**src/rtl/seg7_pattern_decoder_pkg.sv**
```systemverilog
// seg7_pattern_decoder_pkg
//   Shared definitions for the 7-segment read-back path.
//   - SEG_0..SEG_F, SEG_BLANK: segment patterns in gfedcba order.
//     Bit 0 is segment a and bit 6 is segment g.
//   - state_t: settle FSM states (ST_WAIT, ST_SETTLE).
//   - seg7_encode: forward hex-to-segment encoder. seg7_pattern_lut inverts it.
package seg7_pattern_decoder_pkg;

  localparam logic [6:0] SEG_0     = 7'h3F;
  localparam logic [6:0] SEG_1     = 7'h06;
  localparam logic [6:0] SEG_2     = 7'h5B;
  localparam logic [6:0] SEG_3     = 7'h4F;
  localparam logic [6:0] SEG_4     = 7'h66;
  localparam logic [6:0] SEG_5     = 7'h6D;
  localparam logic [6:0] SEG_6     = 7'h7D;
  localparam logic [6:0] SEG_7     = 7'h07;
  localparam logic [6:0] SEG_8     = 7'h7F;
  localparam logic [6:0] SEG_9     = 7'h6F;
  localparam logic [6:0] SEG_A     = 7'h77;
  localparam logic [6:0] SEG_B     = 7'h7C;
  localparam logic [6:0] SEG_C     = 7'h39;
  localparam logic [6:0] SEG_D     = 7'h5E;
  localparam logic [6:0] SEG_E     = 7'h79;
  localparam logic [6:0] SEG_F     = 7'h71;
  localparam logic [6:0] SEG_BLANK = 7'h00;

  typedef enum logic {
    ST_WAIT   = 1'b0,
    ST_SETTLE = 1'b1
  } state_t;

  function automatic logic [6:0] seg7_encode(input logic [3:0] code);
    logic [6:0] pat;
    case (code)
      4'h0:    pat = SEG_0;
      4'h1:    pat = SEG_1;
      4'h2:    pat = SEG_2;
      4'h3:    pat = SEG_3;
      4'h4:    pat = SEG_4;
      4'h5:    pat = SEG_5;
      4'h6:    pat = SEG_6;
      4'h7:    pat = SEG_7;
      4'h8:    pat = SEG_8;
      4'h9:    pat = SEG_9;
      4'hA:    pat = SEG_A;
      4'hB:    pat = SEG_B;
      4'hC:    pat = SEG_C;
      4'hD:    pat = SEG_D;
      4'hE:    pat = SEG_E;
      default: pat = SEG_F;
    endcase
    return pat;
  endfunction

endpackage

```
**src/rtl/seg7_pattern_lut.sv**
```systemverilog
// seg7_pattern_lut
//   Combinational inverse of seg7_encode. It maps a 7-bit segment pattern
//   back to its hex code.
//   Ports:
//     pattern_i [6:0] : segment pattern in gfedcba order
//     hit_o           : 1 when the pattern is one of the 16 hex glyphs
//     code_o    [3:0] : decoded hex value, 0 when hit_o is 0
module seg7_pattern_lut
  import seg7_pattern_decoder_pkg::*;
(
  input  logic [6:0] pattern_i,
  output logic       hit_o,
  output logic [3:0] code_o
);

  always_comb begin
    hit_o  = 1'b1;
    code_o = 4'h0;
    case (pattern_i)
      SEG_0:   code_o = 4'h0;
      SEG_1:   code_o = 4'h1;
      SEG_2:   code_o = 4'h2;
      SEG_3:   code_o = 4'h3;
      SEG_4:   code_o = 4'h4;
      SEG_5:   code_o = 4'h5;
      SEG_6:   code_o = 4'h6;
      SEG_7:   code_o = 4'h7;
      SEG_8:   code_o = 4'h8;
      SEG_9:   code_o = 4'h9;
      SEG_A:   code_o = 4'hA;
      SEG_B:   code_o = 4'hB;
      SEG_C:   code_o = 4'hC;
      SEG_D:   code_o = 4'hD;
      SEG_E:   code_o = 4'hE;
      SEG_F:   code_o = 4'hF;
      default: hit_o  = 1'b0;
    endcase
  end

endmodule

```
**src/rtl/seg7_pattern_decoder.sv**
```systemverilog
// seg7_pattern_decoder
//   Reads back a multiplexed two-digit 7-segment display. The bus is
//   synchronised first. A pattern is accepted only after it has been stable
//   for STABLE_CYCLES samples. The accepted pattern is then decoded to hex
//   and placed in the tens or ones nibble that digit_sel selects. Illegal
//   patterns are flagged and counted.
//   Ports:
//     C              : clock; all logic runs on the rising edge
//     CLR            : synchronous active-high reset; overrides CE
//     CE             : clock enable; when 0, all state holds and no pulses occur
//     seg_in   [7:0] : segment bus Dgfedcba, asynchronous to C
//     digit_sel      : 0 = ones digit on bus, 1 = tens digit
//     value    [3:0] : last decoded hex value
//     dp             : decimal point of last accepted pattern
//     valid          : one-cycle pulse when a legal glyph is accepted
//     err            : one-cycle pulse when an illegal, non-blank pattern is accepted
//     blank          : level; last accepted pattern had all segments off
//     bcd_value[7:0] : {tens, ones} assembled from accepted digits
//     err_count[7:0] : saturating count of err pulses
//     dbg_state      : 1 while the FSM is in ST_SETTLE
//   Handshake: valid and err are pulses with no ready. Each is high for
//   exactly one cycle per accepted pattern. They are never high together.
module seg7_pattern_decoder
  import seg7_pattern_decoder_pkg::*;
#(
  parameter int STABLE_CYCLES = 4,
  parameter int CNT_W         = 3
) (
  input  logic       C,
  input  logic       CLR,
  input  logic       CE,
  input  logic [7:0] seg_in,
  input  logic       digit_sel,
  output logic [3:0] value,
  output logic       dp,
  output logic       valid,
  output logic       err,
  output logic       blank,
  output logic [7:0] bcd_value,
  output logic [7:0] err_count,
  output logic       dbg_state
);

  localparam logic [CNT_W-1:0] CNT_LAST = CNT_W'(STABLE_CYCLES - 1);

  logic [8:0]       sync1_q, sync2_q;
  logic [8:0]       prev_q;
  logic [CNT_W-1:0] cnt_q;
  state_t           state_q;
  logic [3:0]       value_q;
  logic             dp_q, valid_q, err_q, blank_q;
  logic [7:0]       bcd_q, err_count_q;

  logic             lut_hit;
  logic [3:0]       lut_code;

  // The LUT always decodes the candidate pattern. Its result is used only
  // on the accept cycle.
  seg7_pattern_lut u_lut (
    .pattern_i (prev_q[6:0]),
    .hit_o     (lut_hit),
    .code_o    (lut_code)
  );

  always_ff @(posedge C) begin
    if (CLR) begin
      sync1_q     <= '0;
      sync2_q     <= '0;
      prev_q      <= '0;
      cnt_q       <= '0;
      state_q     <= ST_WAIT;
      value_q     <= 4'h0;
      dp_q        <= 1'b0;
      valid_q     <= 1'b0;
      err_q       <= 1'b0;
      blank_q     <= 1'b1;
      bcd_q       <= 8'h00;
      err_count_q <= 8'h00;
    end else if (CE) begin
      sync1_q <= {digit_sel, seg_in};
      sync2_q <= sync1_q;
      valid_q <= 1'b0;
      err_q   <= 1'b0;
      case (state_q)
        ST_WAIT: begin
          // prev_q still holds the last accepted pattern. An unchanged bus
          // is therefore never re-accepted.
          if (sync2_q != prev_q) begin
            prev_q  <= sync2_q;
            cnt_q   <= '0;
            state_q <= ST_SETTLE;
          end
        end
        ST_SETTLE: begin
          if (sync2_q != prev_q) begin
            // Glitch: restart settling on the new candidate.
            prev_q <= sync2_q;
            cnt_q  <= '0;
          end else if (cnt_q != CNT_LAST) begin
            cnt_q <= cnt_q + 1'b1;
          end else begin
            state_q <= ST_WAIT;
            dp_q    <= prev_q[7];
            if (lut_hit) begin
              value_q <= lut_code;
              valid_q <= 1'b1;
              blank_q <= 1'b0;
              if (prev_q[8]) bcd_q[7:4] <= lut_code;
              else           bcd_q[3:0] <= lut_code;
            end else if (prev_q[6:0] == SEG_BLANK) begin
              blank_q <= 1'b1;
            end else begin
              err_q   <= 1'b1;
              blank_q <= 1'b0;
              if (err_count_q != 8'hFF) err_count_q <= err_count_q + 8'd1;
            end
          end
        end
        default: state_q <= ST_WAIT;
      endcase
    end else begin
      // Frozen: the pulses must not stretch across stalled cycles.
      valid_q <= 1'b0;
      err_q   <= 1'b0;
    end
  end

  assign value     = value_q;
  assign dp        = dp_q;
  assign valid     = valid_q;
  assign err       = err_q;
  assign blank     = blank_q;
  assign bcd_value = bcd_q;
  assign err_count = err_count_q;
  assign dbg_state = (state_q == ST_SETTLE);

endmodule

```
**config.mk**
```make
export PLATFORM = sky130hd
export DESIGN_NAME = seg7_pattern_decoder
export DESIGN_NICKNAME = d
export VERILOG_FILES = /design/src/rtl/seg7_pattern_decoder_pkg.sv /design/src/rtl/seg7_pattern_lut.sv /design/src/rtl/seg7_pattern_decoder.sv
export SDC_FILE = /design/constraint.sdc
export NUM_CORES = 1
export LEC_CHECK = 0
export ABC_CLOCK_PERIOD_IN_PS = 2300
export BUFFER_PORTS_ARGS = -buffer_cell sky130_fd_sc_hd__buf_4
export CORE_MARGIN = 2
export CORE_UTILIZATION = 55
export CTS_BUF_LIST = sky130_fd_sc_hd__clkbuf_8 sky130_fd_sc_hd__clkbuf_16
export CTS_CLUSTER_SIZE = 16
export DETAILED_ROUTE_END_ITERATION = 12
export GPL_TIMING_DRIVEN = 1
export PLACE_DENSITY_LB_ADDON = 0.05
export SYNTH_ARGS = -nofsm -noshare
export SYNTH_HDL_FRONTEND = slang
export SYNTH_SLANG_ARGS = --single-unit
```
**constraint.sdc**
```tcl
create_clock -name C -period 2.3 [get_ports C]
set_input_delay 0 -clock C [delete_from_list [all_inputs] [get_ports C]]
set_output_delay 0 -clock C [all_outputs]
set_load 0.02 [all_outputs]
```
==> results of run 1 <==
-- how the worst max path moves through the flow --
stage | endpoint | slack, ps | cells after the start
detailed placement | err_count[7] | 30 | 7
global placement | err_count[6] | 70 | 8
global route | bcd_value[0] | 1 | 6
floorplan | bcd_value[3] | 290 | 8
finish | value[3] | 80 | 7
CTS | err_count[7] | 20 | 7
-- routing by layer --
| metal | GRT usage | up-vias | routed length (um) |
|---|---|---|---|
| met5 | 0 | - | 0 |
| met4 | 0.05848 | 0 | 79 |
| met3 | 0.03836 | 8 | 263 |
| met2 | 0.3536 | 58 | 2641 |
| met1 | 0.3194 | 1091 | 2994 |
| li1 | - | 1213 | - |
-- cell families (layout without fill, tap and decap cells) --
logic type | count (synthesis) | after routing
DFF | 55 | 55
and+or+nand+nor | 133 | 133
adders and majority gates | 3 | 3
AOI/OAI and AO/OA | 46 | 46
xor gates and xnor gates | 11 | 11
buffers and inverters | 30 | 77
muxes | 36 | 36
-- sequential cells by signal, summed over array words and instances (netlist names) --
signal     count
dbg_state      1
sync2_q        9
err_count      8
valid          1
cnt_q          3
value          4
sync1_q        9
err            1
dp             1
blank          1
bcd_value      8
prev_q         9
-- area by class of cell --
cell class	count	area [um^2]
multi-input combinational	229	1579
fill	429	1418
sequential	55	1109
timing repair buffer	65	510.5
tap	67	83.83
clock buffer	6	82.58
clock inverter	2	20.02
inverter	4	15.01
-- cell usage after synthesis (all sizes together) (3+ instances only) --
library cell,number,area share
o31ai,3,0.0080
mux2i,36,0.13
nor4,7,0.023
buf,16,0.034
nor3,7,0.014
dfxtp,55,0.39
a21oi,15,0.031
nand3b,9,0.024
nand2,17,0.023
xnor2,10,0.031
nand3,10,0.018
nand4,5,0.011
nor2b,3,0.0067
ha,3,0.013
nor2,43,0.058
o21ai,9,0.016
clkbuf,10,0.013
inv,4,0.0054
nand2b,9,0.020
a211o,3,0.0094
or3,7,0.016
-- what timing repair did --
action                     CTS  global route
setup endpoints to repair    0            13
hold buffers                 9             0
setup buffers                0             0
gates resized for setup      0            10
hold endpoints to repair     9             0
-- critical path, cell delays in order, from the launching register on --
cell and delay (ps):
dfxtp_1 510, or3b_1 370, a211oi_1 370, a311oi_2 120, a211o_1 340, buf_4 180, mux2i_1 140, nor2_1 60
-- power by group through the flow --
stage               clock network (mW)  logic, mW  registers (mW)
floorplan                            0      0.113            1.01
global placement                     0      0.154            1.01
detailed placement                   0      0.156            1.01
CTS                              0.602      0.169           0.993
global route                     0.632      0.192           0.997
finish                           0.585      0.173           0.994
-- through the flow --
step / hold WS [ps] / area (um^2) / setup WS, ps
after floorplan: 147.2 / 2805 / 285.9
after global placement: 236.3 / 3177 / 73.97
after detailed placement: 243.9 / 3177 / 25.47
after CTS: 162.8 / 3369 / 16.52
after global routing: 184.5 / 3400 / 1.097
final: 157.1 / 3400 / 78.89
-- placed cells by master, fill, tap and decap left out, types with 5 or more instances in the layout --
cell type,n
nand3_1,9
nand4_1,5
nand2b_1,9
nor2_1,42
dfxtp_2,6
nor3_1,6
clkbuf_8,6
or3_1,7
buf_4,56
a21oi_1,14
nor4_1,5
dlygate4sd3_1,9
o21ai_0,9
dfxtp_1,49
mux2i_1,36
nand2_1,17
nand3b_1,9
xnor2_1,10
==> impl_metrics.py, run 1 <==
metrics = {
    "grt": {
        "grt_pass1_wl_mm": 9.970,
        "grt_max_degree": 62,
        "first_global_vias": 2159,
        "grt_usage": 0.2243,
        "antenna_found_initial": 0,
        "overflow": 0,
    },
    "sta": {
        "setup-tns-final_ps": 0,
        "layout_min_cycle_time_ps": 2221,
        "fin_crit_sh": 0.9657,
        "setup_viol": 0,
        "skew_ps": 8.506,
        "slew_violations": 0,
        "hold_viol_final": 0,
        "slew_headroom": 0.2378,
        "tightestPinTransition_ps": 1129,
        "rsz0062_at_grt": "no",
        "fmax_mhz": 450.2,
    },
    "logic_synthesis": {
        "synthSimpleGateAreaFrac": 0.2667,
        "synth_area_um2": 2805,
        "synth_warnings": 0,
        "synth_fp_nets": 329,
        "synth_top_family_by_area": "simple AND/OR/NAND/NOR gates",
        "avgSynthCellArea_um2": 8.934,
        "synth-compound-area-share": 0.1120,
        "synth_cell_types": 51,
        "synth-edff-count": 0,
        "muxShareOfSynthArea": 0.1285,
        "synth_adder_area_share": 0.01338,
        "syn-instance-count": 314,
        "yosys_register_bits": 55,
        "synth_xor_area_frac": 0.03434,
        "yosysSeqAreaShare": 0.3925,
        "postSynth.asyncResetShare": 0,
        "ys.flop_type": "dfxtp_1",
    },
    "place": {
        "place.gp.congestion": 0.9217,
        "io_buffers": 36,
        "hpwl_mm": 4.156,
        "placed_cells": 411,
    },
    "run_status": {
        "status": "finished clean",
    },
    "worst_setup_path": {
        "r2r_start": "prev_q[6]",
        "r2r_end": "value[3]",
        "crit_path_end_kind": "flop",
        "critPathKind": "flop to flop",
        "crit_fanout": 8,
        "crit_required_ps": 2480,
        "worstSetupStartpoint": "prev_q[6]",
        "worstRegToRegCells": 7,
        "r2r_slack_ps": 80,
        "start_kind": "flop",
        "cp_data_arrival_time_ps": 2400,
    },
    "layout": {
        "fin_util": 0.7057,
        "syn2layout_area_growth_pct": 21.19,
        "drive_above_1_share": 0.2299,
        "fin_cells": 428,
        "antenna_cells": 0,
        "layout.nets": 375,
    },
    "min_path": {
        "holdPathEnd": "valid",
        "min_from": "CLR",
        "holdPathStages": 2,
        "min-delay-path-class": "primary input to flop",
    },
    "drt": {
        "avgViaCountPerCell": 5.537,
        "wire_per_inst_um": 13.97,
        "drc_errors": 0,
        "first_iter_violations": 165,
        "drt_first_pass_iters": 4,
        "routed_wl_mm": 5.978,
        "num_vias": 2370,
        "ant_nets": 0,
    },
    "power_and_ir_drop": {
        "power_mw": 1.751,
        "p_int_mw": 1.310,
        "ir_drop_v": 0.0004653,
        "net-switching-power_mw": 0.4409,
        "clkPwrFrac": 0.334,
        "leakage_nw": 1.377,
        "pwr-share-seq": 0.568,
        "power_density_nw_per_um2": 515.1,
        "p_comb_frac": 0.099,
        "swShare": 0.2518,
    },
    "clock_network": {
        "clock_path_buffers": 2,
        "clock_sinks": 55,
        "cts_tree": "done",
        "htree_levels": 2,
        "root_buffer": "clkbuf_8",
        "clk_pin_slew_ps": 100,
        "clk_latency_ps": 310,
        "cts_inserted_buffers": 5,
    },
    "floorplanning": {
        "die_h_um": 75.42,
        "coreArea_um2": 4817,
        "initial_core_util": 0.5823,
        "ios": 37,
        "die_w_um": 75.42,
        "rows": 25,
        "dieArea_um2": 5687,
    },
    "run": {
        "drv_cap": 0,
    },
}
Note: power is estimated with default switching activity, not from simulation.
==> run 2, diff against run 1 <==
--- a/config.mk
+++ b/config.mk
@@ -14,6 +14,7 @@
 export DETAILED_ROUTE_END_ITERATION = 12
 export GPL_TIMING_DRIVEN = 1
 export PLACE_DENSITY_LB_ADDON = 0.05
+export SETUP_SLACK_MARGIN = 0.5
 export SYNTH_ARGS = -nofsm -noshare
 export SYNTH_HDL_FRONTEND = slang
 export SYNTH_SLANG_ARGS = --single-unit
==> run 2 against run 1 <==
Clock skew is 0.50 ps higher. Combinational power is 34% higher. Wire length is 16% higher. Non-clock buffer count is 23 higher. Total power is 0.77% lower. Die area stayed put. Core utilization is 8.3 points higher. Clock power is 11% lower. Highest routed layer unchanged.
==> impl_metrics.py, run 2 (same netlist as run 1, synthesis figures left out) <==
metrics = {
    "drt": {
        "first_iter_violations": 106,
        "routed_wl_mm": 6.924,
        "drc_errors": 0,
        "wire_per_inst_um": 15.35,
        "num_vias": 2523,
        "drt_first_pass_iters": 4,
        "avgViaCountPerCell": 5.594,
        "ant_nets": 0,
    },
    "clock_network": {
        "root_buffer": "clkbuf_8",
        "cts_tree": "done",
        "htree_levels": 2,
        "clk_pin_slew_ps": 100,
        "clock_sinks": 55,
        "clk_latency_ps": 310,
        "clock_path_buffers": 2,
        "cts_inserted_buffers": 5,
    },
    "floorplanning": {
        "coreArea_um2": 4817,
        "initial_core_util": 0.5823,
        "die_w_um": 75.42,
        "dieArea_um2": 5687,
        "rows": 25,
        "die_h_um": 75.42,
        "ios": 37,
    },
    "layout": {
        "layout.nets": 398,
        "layout_common_cells": "buf_4, dfxtp_1, nor2_1",
        "fin_util": 0.7886,
        "antenna_cells": 0,
        "final_common_cell": "buf_4",
        "syn2layout_area_growth_pct": 35.41,
        "drive_above_1_share": 0.3333,
        "reg_top3": "prev_q (9), sync1_q (9), sync2_q (9)",
        "fin_cells": 451,
        "stdcell_area_um2": 3799,
    },
    "worst_setup_path": {
        "critPathKind": "flop to flop",
        "crit_path_end_kind": "flop",
        "cp_data_arrival_time_ps": 2410,
        "crit_required_ps": 2550,
        "start_kind": "flop",
        "crit_slowest_cell": "dfxtp_4",
        "path_common_cell": "buf_6",
        "crit_fanout": 12,
        "path_buf_inv": 3,
        "crit_family": "simple AND/OR/NAND/NOR gates",
        "crit_chain": "buf_6 -> nand3_1 -> a21oi_4 -> nor4_4 -> nand4_1 -> buf_4 -> buf_6 -> or3_1 -> a21oi_1",
        "cpPeakStageDelay_ps": 370,
    },
    "power_and_ir_drop": {
        "leakage_nw": 1.550,
        "power_density_nw_per_um2": 457.4,
        "power_mw": 1.738,
        "ir_drop_v": 0.0004421,
    },
    "min_path": {
        "min-delay-path-class": "primary input to flop",
    },
    "sta": {
        "whs_ps": 168.9,
        "fin_crit_sh": 0.9426,
        "slew_violations": 0,
        "setup_viol": 0,
        "worst_slack_ps": 131.9,
        "layout_min_cycle_time_ps": 2168,
        "skew_ps": 9.008,
        "setup-tns-final_ps": 0,
        "hold_viol_final": 0,
        "slew_headroom": 0.6206,
        "fmax_mhz": 461.2,
        "rsz0062_at_grt": "yes",
        "tightestPinTransition_ps": 569.1,
    },
    "run_status": {
        "status": "finished clean",
    },
    "grt": {
        "grt_usage": 0.2508,
        "antenna_found_initial": 0,
        "grt_max_degree": 62,
        "grtUsageMet1": 0.3262,
        "first_global_vias": 2366,
        "use_met2": 0.4164,
        "use_met3": 0.05159,
        "grt_pass1_wl_mm": 11.01,
        "grt_most_used_layer": "met2",
        "overflow": 0,
    },
    "place": {
        "post-place-ws_ps": -11.77,
        "place_area_um2": 3172,
        "placed_cells": 408,
        "place.gp.congestion": 0.8731,
        "hpwl_mm": 4.176,
        "io_buffers": 36,
    },
    "run": {
        "drv_cap": 0,
    },
}
[run 2: power by group]
| part | internal (mW) | total (mW) | switching (mW) |
|---|---|---|---|
| Clock | 0.212 | 0.521 | 0.310 |
| Combinational | 0.114 | 0.231 | 0.116 |
| Sequential | 0.967 | 0.986 | 0.0192 |
[run 2: path summary, 6_finish.rpt]
kind	to	from	depth (start not counted)	slack (ps)
worst max register to register	err_count[4]	prev_q[5]	9	130
worst min register to register	bcd_value[5]	bcd_value[5]	2	480
worst min-delay path	err_count[1]	CLR	2	170
worst max-delay path	err_count[4]	prev_q[5]	9	130
[run 2: worst register-to-register path, delay by kind of cell, from the launching register on]
family	cells	cell delay, ps
flip-flops	1	370
buffers and inverters	3	440
AND/OR/NAND/NOR	4	1100
AO/OA/AOI/OAI	2	200
[run 2: final cells by class]
cell class / instances / area, um^2
clock inverter: 3 / 16.27
sequential: 55 / 1126
inverter: 4 / 15.01
multi-input combinational: 229 / 1728
timing repair buffer: 88 / 760.7
clock buffer: 5 / 68.82
fill: 337 / 1018
tap: 67 / 83.83
[run 2: repair_timing]
action | 4_1_cts | 5_1_grt
setup buffers | 20 | 5
resized for setup | 41 | 23
endpoints found under the setup margin | 27 | 27
pin swaps | 13 | 9
hold buffers | 9 | 0
gates cloned | 1 | 0
endpoints found under the hold margin | 9 | 0
[run 2: routing by layer]
metal,share of wire,vias to the layer above
li1,-,1257
met1,0.44,1182
met2,0.49,71
met3,0.046,13
met4,0.022,0
met5,0,-
==> run 3, diff against run 2 <==
--- a/config.mk
+++ b/config.mk
@@ -5,6 +5,7 @@
 export SDC_FILE = /design/constraint.sdc
 export NUM_CORES = 1
 export LEC_CHECK = 0
+export ABC_AREA = 1
 export ABC_CLOCK_PERIOD_IN_PS = 2300
 export BUFFER_PORTS_ARGS = -buffer_cell sky130_fd_sc_hd__buf_4
 export CORE_MARGIN = 2
==> run 3 against run 2 <==
Final cell count increased by 28%. First-iteration DRC count increased by 56%. Wire length decreased by 7.5%. Critical path depth increased by 2. Highest routed layer unchanged. Final area decreased by 5.8%. Synthesized area increased by 2.8%. Largest cell class unchanged. Register-to-register slack improved by 440 ps. Die area increased by 2.6%.
==> impl_metrics.py, run 3 <==
metrics = {
    "worst_setup_path": {
        "start_kind": "flop",
        "crit_slowest_cell": "dfxtp_4",
        "critPathKind": "flop to flop",
        "crit_chain": "clkbuf_2 -> nand2_1 -> nand2_1 -> nor2_2 -> nand2_2 -> nor3_4 -> buf_4 -> buf_6 -> nand3_1 -> nor2_1 -> nor2_1",
        "cp_data_arrival_time_ps": 1940,
        "crit_required_ps": 2510,
        "cpPeakStageDelay_ps": 380,
        "crit_fanout": 7,
        "crit_path_end_kind": "flop",
    },
    "floorplanning": {
        "rows": 26,
        "initial_core_util": 0.5680,
        "dieArea_um2": 5836,
        "ios": 37,
        "coreArea_um2": 5075,
        "die_w_um": 76.40,
        "die_h_um": 76.40,
    },
    "clock_network": {
        "clock_path_buffers": 2,
        "clk_pin_slew_ps": 100,
        "htree_levels": 2,
        "cts_inserted_buffers": 5,
        "clock_sinks": 55,
        "clk_latency_ps": 310,
        "root_buffer": "clkbuf_8",
        "cts_tree": "done",
    },
    "grt": {
        "first_global_vias": 2624,
        "overflow": 0,
        "grt_pass1_wl_mm": 11.34,
        "antenna_found_initial": 0,
        "grt_max_degree": 29,
        "grt_usage": 0.2285,
    },
    "logic_synthesis": {
        "synth_warnings": 0,
        "synth.most_common_cell": "nand2_1",
        "ys.flop_type": "dfxtp_1",
        "avgSynthCellArea_um2": 6.378,
        "synth_area_um2": 2883,
        "synth_top_area_share": 0.3819,
        "synth.largest_area_cell": "dfxtp_1",
        "synth_fp_nets": 467,
        "synth_commonest_cells": "nand2_1, nor2_1, dfxtp_1, inv_1, o21ai_0",
        "yosys_register_bits": 55,
        "yosysSeqAreaShare": 0.3819,
        "synth_cell_types": 24,
        "synth_area_leaders": "dfxtp_1, nand2_1, nor2_1, inv_1, o21ai_0",
        "synth-edff-count": 0,
        "syn-instance-count": 452,
        "postSynth.asyncResetShare": 0,
    },
    "sta": {
        "worst_slack_ps": 572.6,
        "fmax_mhz": 578.9,
        "slew_headroom": 0.8024,
        "layout_min_cycle_time_ps": 1727,
        "hold_viol_final": 0,
        "rsz0062_at_grt": "yes",
        "slew_violations": 0,
        "setup_viol": 0,
        "fin_crit_sh": 0.7511,
        "tightestPinTransition_ps": 295.2,
        "setup-tns-final_ps": 0,
        "skew_ps": 8.659,
    },
    "drt": {
        "avgViaCountPerCell": 5.111,
        "num_vias": 2949,
        "wire_per_inst_um": 11.10,
        "first_iter_violations": 165,
        "ant_nets": 0,
        "drt_first_pass_iters": 5,
        "drc_errors": 0,
        "routed_wl_mm": 6.407,
    },
    "power_and_ir_drop": {
        "ir_drop_v": 0.0004268,
        "power_density_nw_per_um2": 516.3,
        "leakage_nw": 1.667,
    },
    "layout": {
        "layout_common_cells": "nand2_1, nor2_1, inv_1",
        "final_common_cell": "nand2_1",
        "reg_top3": "prev_q (9), sync1_q (9), sync2_q (9)",
        "antenna_cells": 0,
        "syn2layout_area_growth_pct": 24.13,
        "layout.nets": 521,
        "drive_above_1_share": 0.2071,
    },
    "place": {
        "io_buffers": 36,
        "place.gp.congestion": 0.8346,
        "hpwl_mm": 4.561,
        "post-place-ws_ps": 337.6,
    },
    "run_status": {
        "status": "finished clean",
    },
    "min_path": {
        "min-delay-path-class": "primary input to flop",
    },
    "run": {
        "drv_cap": 0,
    },
}
-- run 3: cell count changes in the layout (fill, tap and decap cells not counted), sizes merged, moves of 23 or more --
cell / change
nand2: +94
mux2i: -36
inv: +53
o21ai: +23
nor2: +55
buf: -27
-- run 3: timing repair --
item	in CTS	in global routing
resized for setup	9	34
setup endpoints to repair	30	33
buffers inserted	4	6
hold buffers	10	0
endpoints found under the hold margin	14	0
pin swaps	2	6
-- run 3: worst max-delay path: cells and delay by family, from the launching register on --
kind	cells	cell delay [ps]
buf+inv	3	400
simple gates	8	870
flops	1	380
-- run 3: where the power goes --
part / switching (mW) / internal [mW]
Combinational: 0.174 / 0.102
Sequential: 0.0392 / 0.991
Clock: 0.325 / 0.215
-- run 3: cells by family (layout without fill, tap and decap cells) --
kind of cell	Yosys count	count (layout)	share of synthesized area
AO/OA/AOI/OAI	53	53	0.09245
AND/OR/NAND/NOR	263	263	0.3928
buffers and inverters	75	130	0.1107
adder cells (fa/ha/maj)	3	3	0.01302
XOR/XNOR	3	3	0.009116
flip-flops	55	55	0.3819
-- run 3: path summary, 6_finish.rpt --
check / from / to / slack (ps) / cells after the start
max: prev_q[4] / bcd_value[7] / 570 / 11
min: CE / sync1_q[6] / 60 / 3
max reg2reg: prev_q[4] / bcd_value[7] / 570 / 11
min reg2reg: cnt_q[2] / cnt_q[2] / 470 / 2
-- run 3: cell type report --
type	count	area, um^2
clock buffers	5	68.82
clock inverters	3	20.02
fillers	458	1496
inverters	59	221.5
multi-input cells	322	1548
flip-flops and latches	55	1126
well taps	70	87.58
repair buffers	63	506.7
-- run 3: per-stage QoR --
step                      std cells  power, mW  hold slack, ps    util  instance area (um^2)
final                           577      1.847           56.10  0.7051                  3578
after global routing            577      1.936           71.47  0.7051                  3578
after CTS                       571      1.827           53.04  0.6758                  3430
after detailed placement        549      1.275           226.0  0.6297                  3196
after global placement          549      1.274           218.2  0.6297                  3196
after floorplan                 452      1.216           69.07       -                  2883
-- run 3: per-layer routing --
layer | global-route usage | routed length [um] | vias up
li1 | - | - | 1539
met1 | 0.3080 | 3115 | 1324
met2 | 0.3858 | 2984 | 81
met3 | 0.03199 | 253 | 5
met4 | 0.06000 | 54 | 0
met5 | 0 | 0 | -
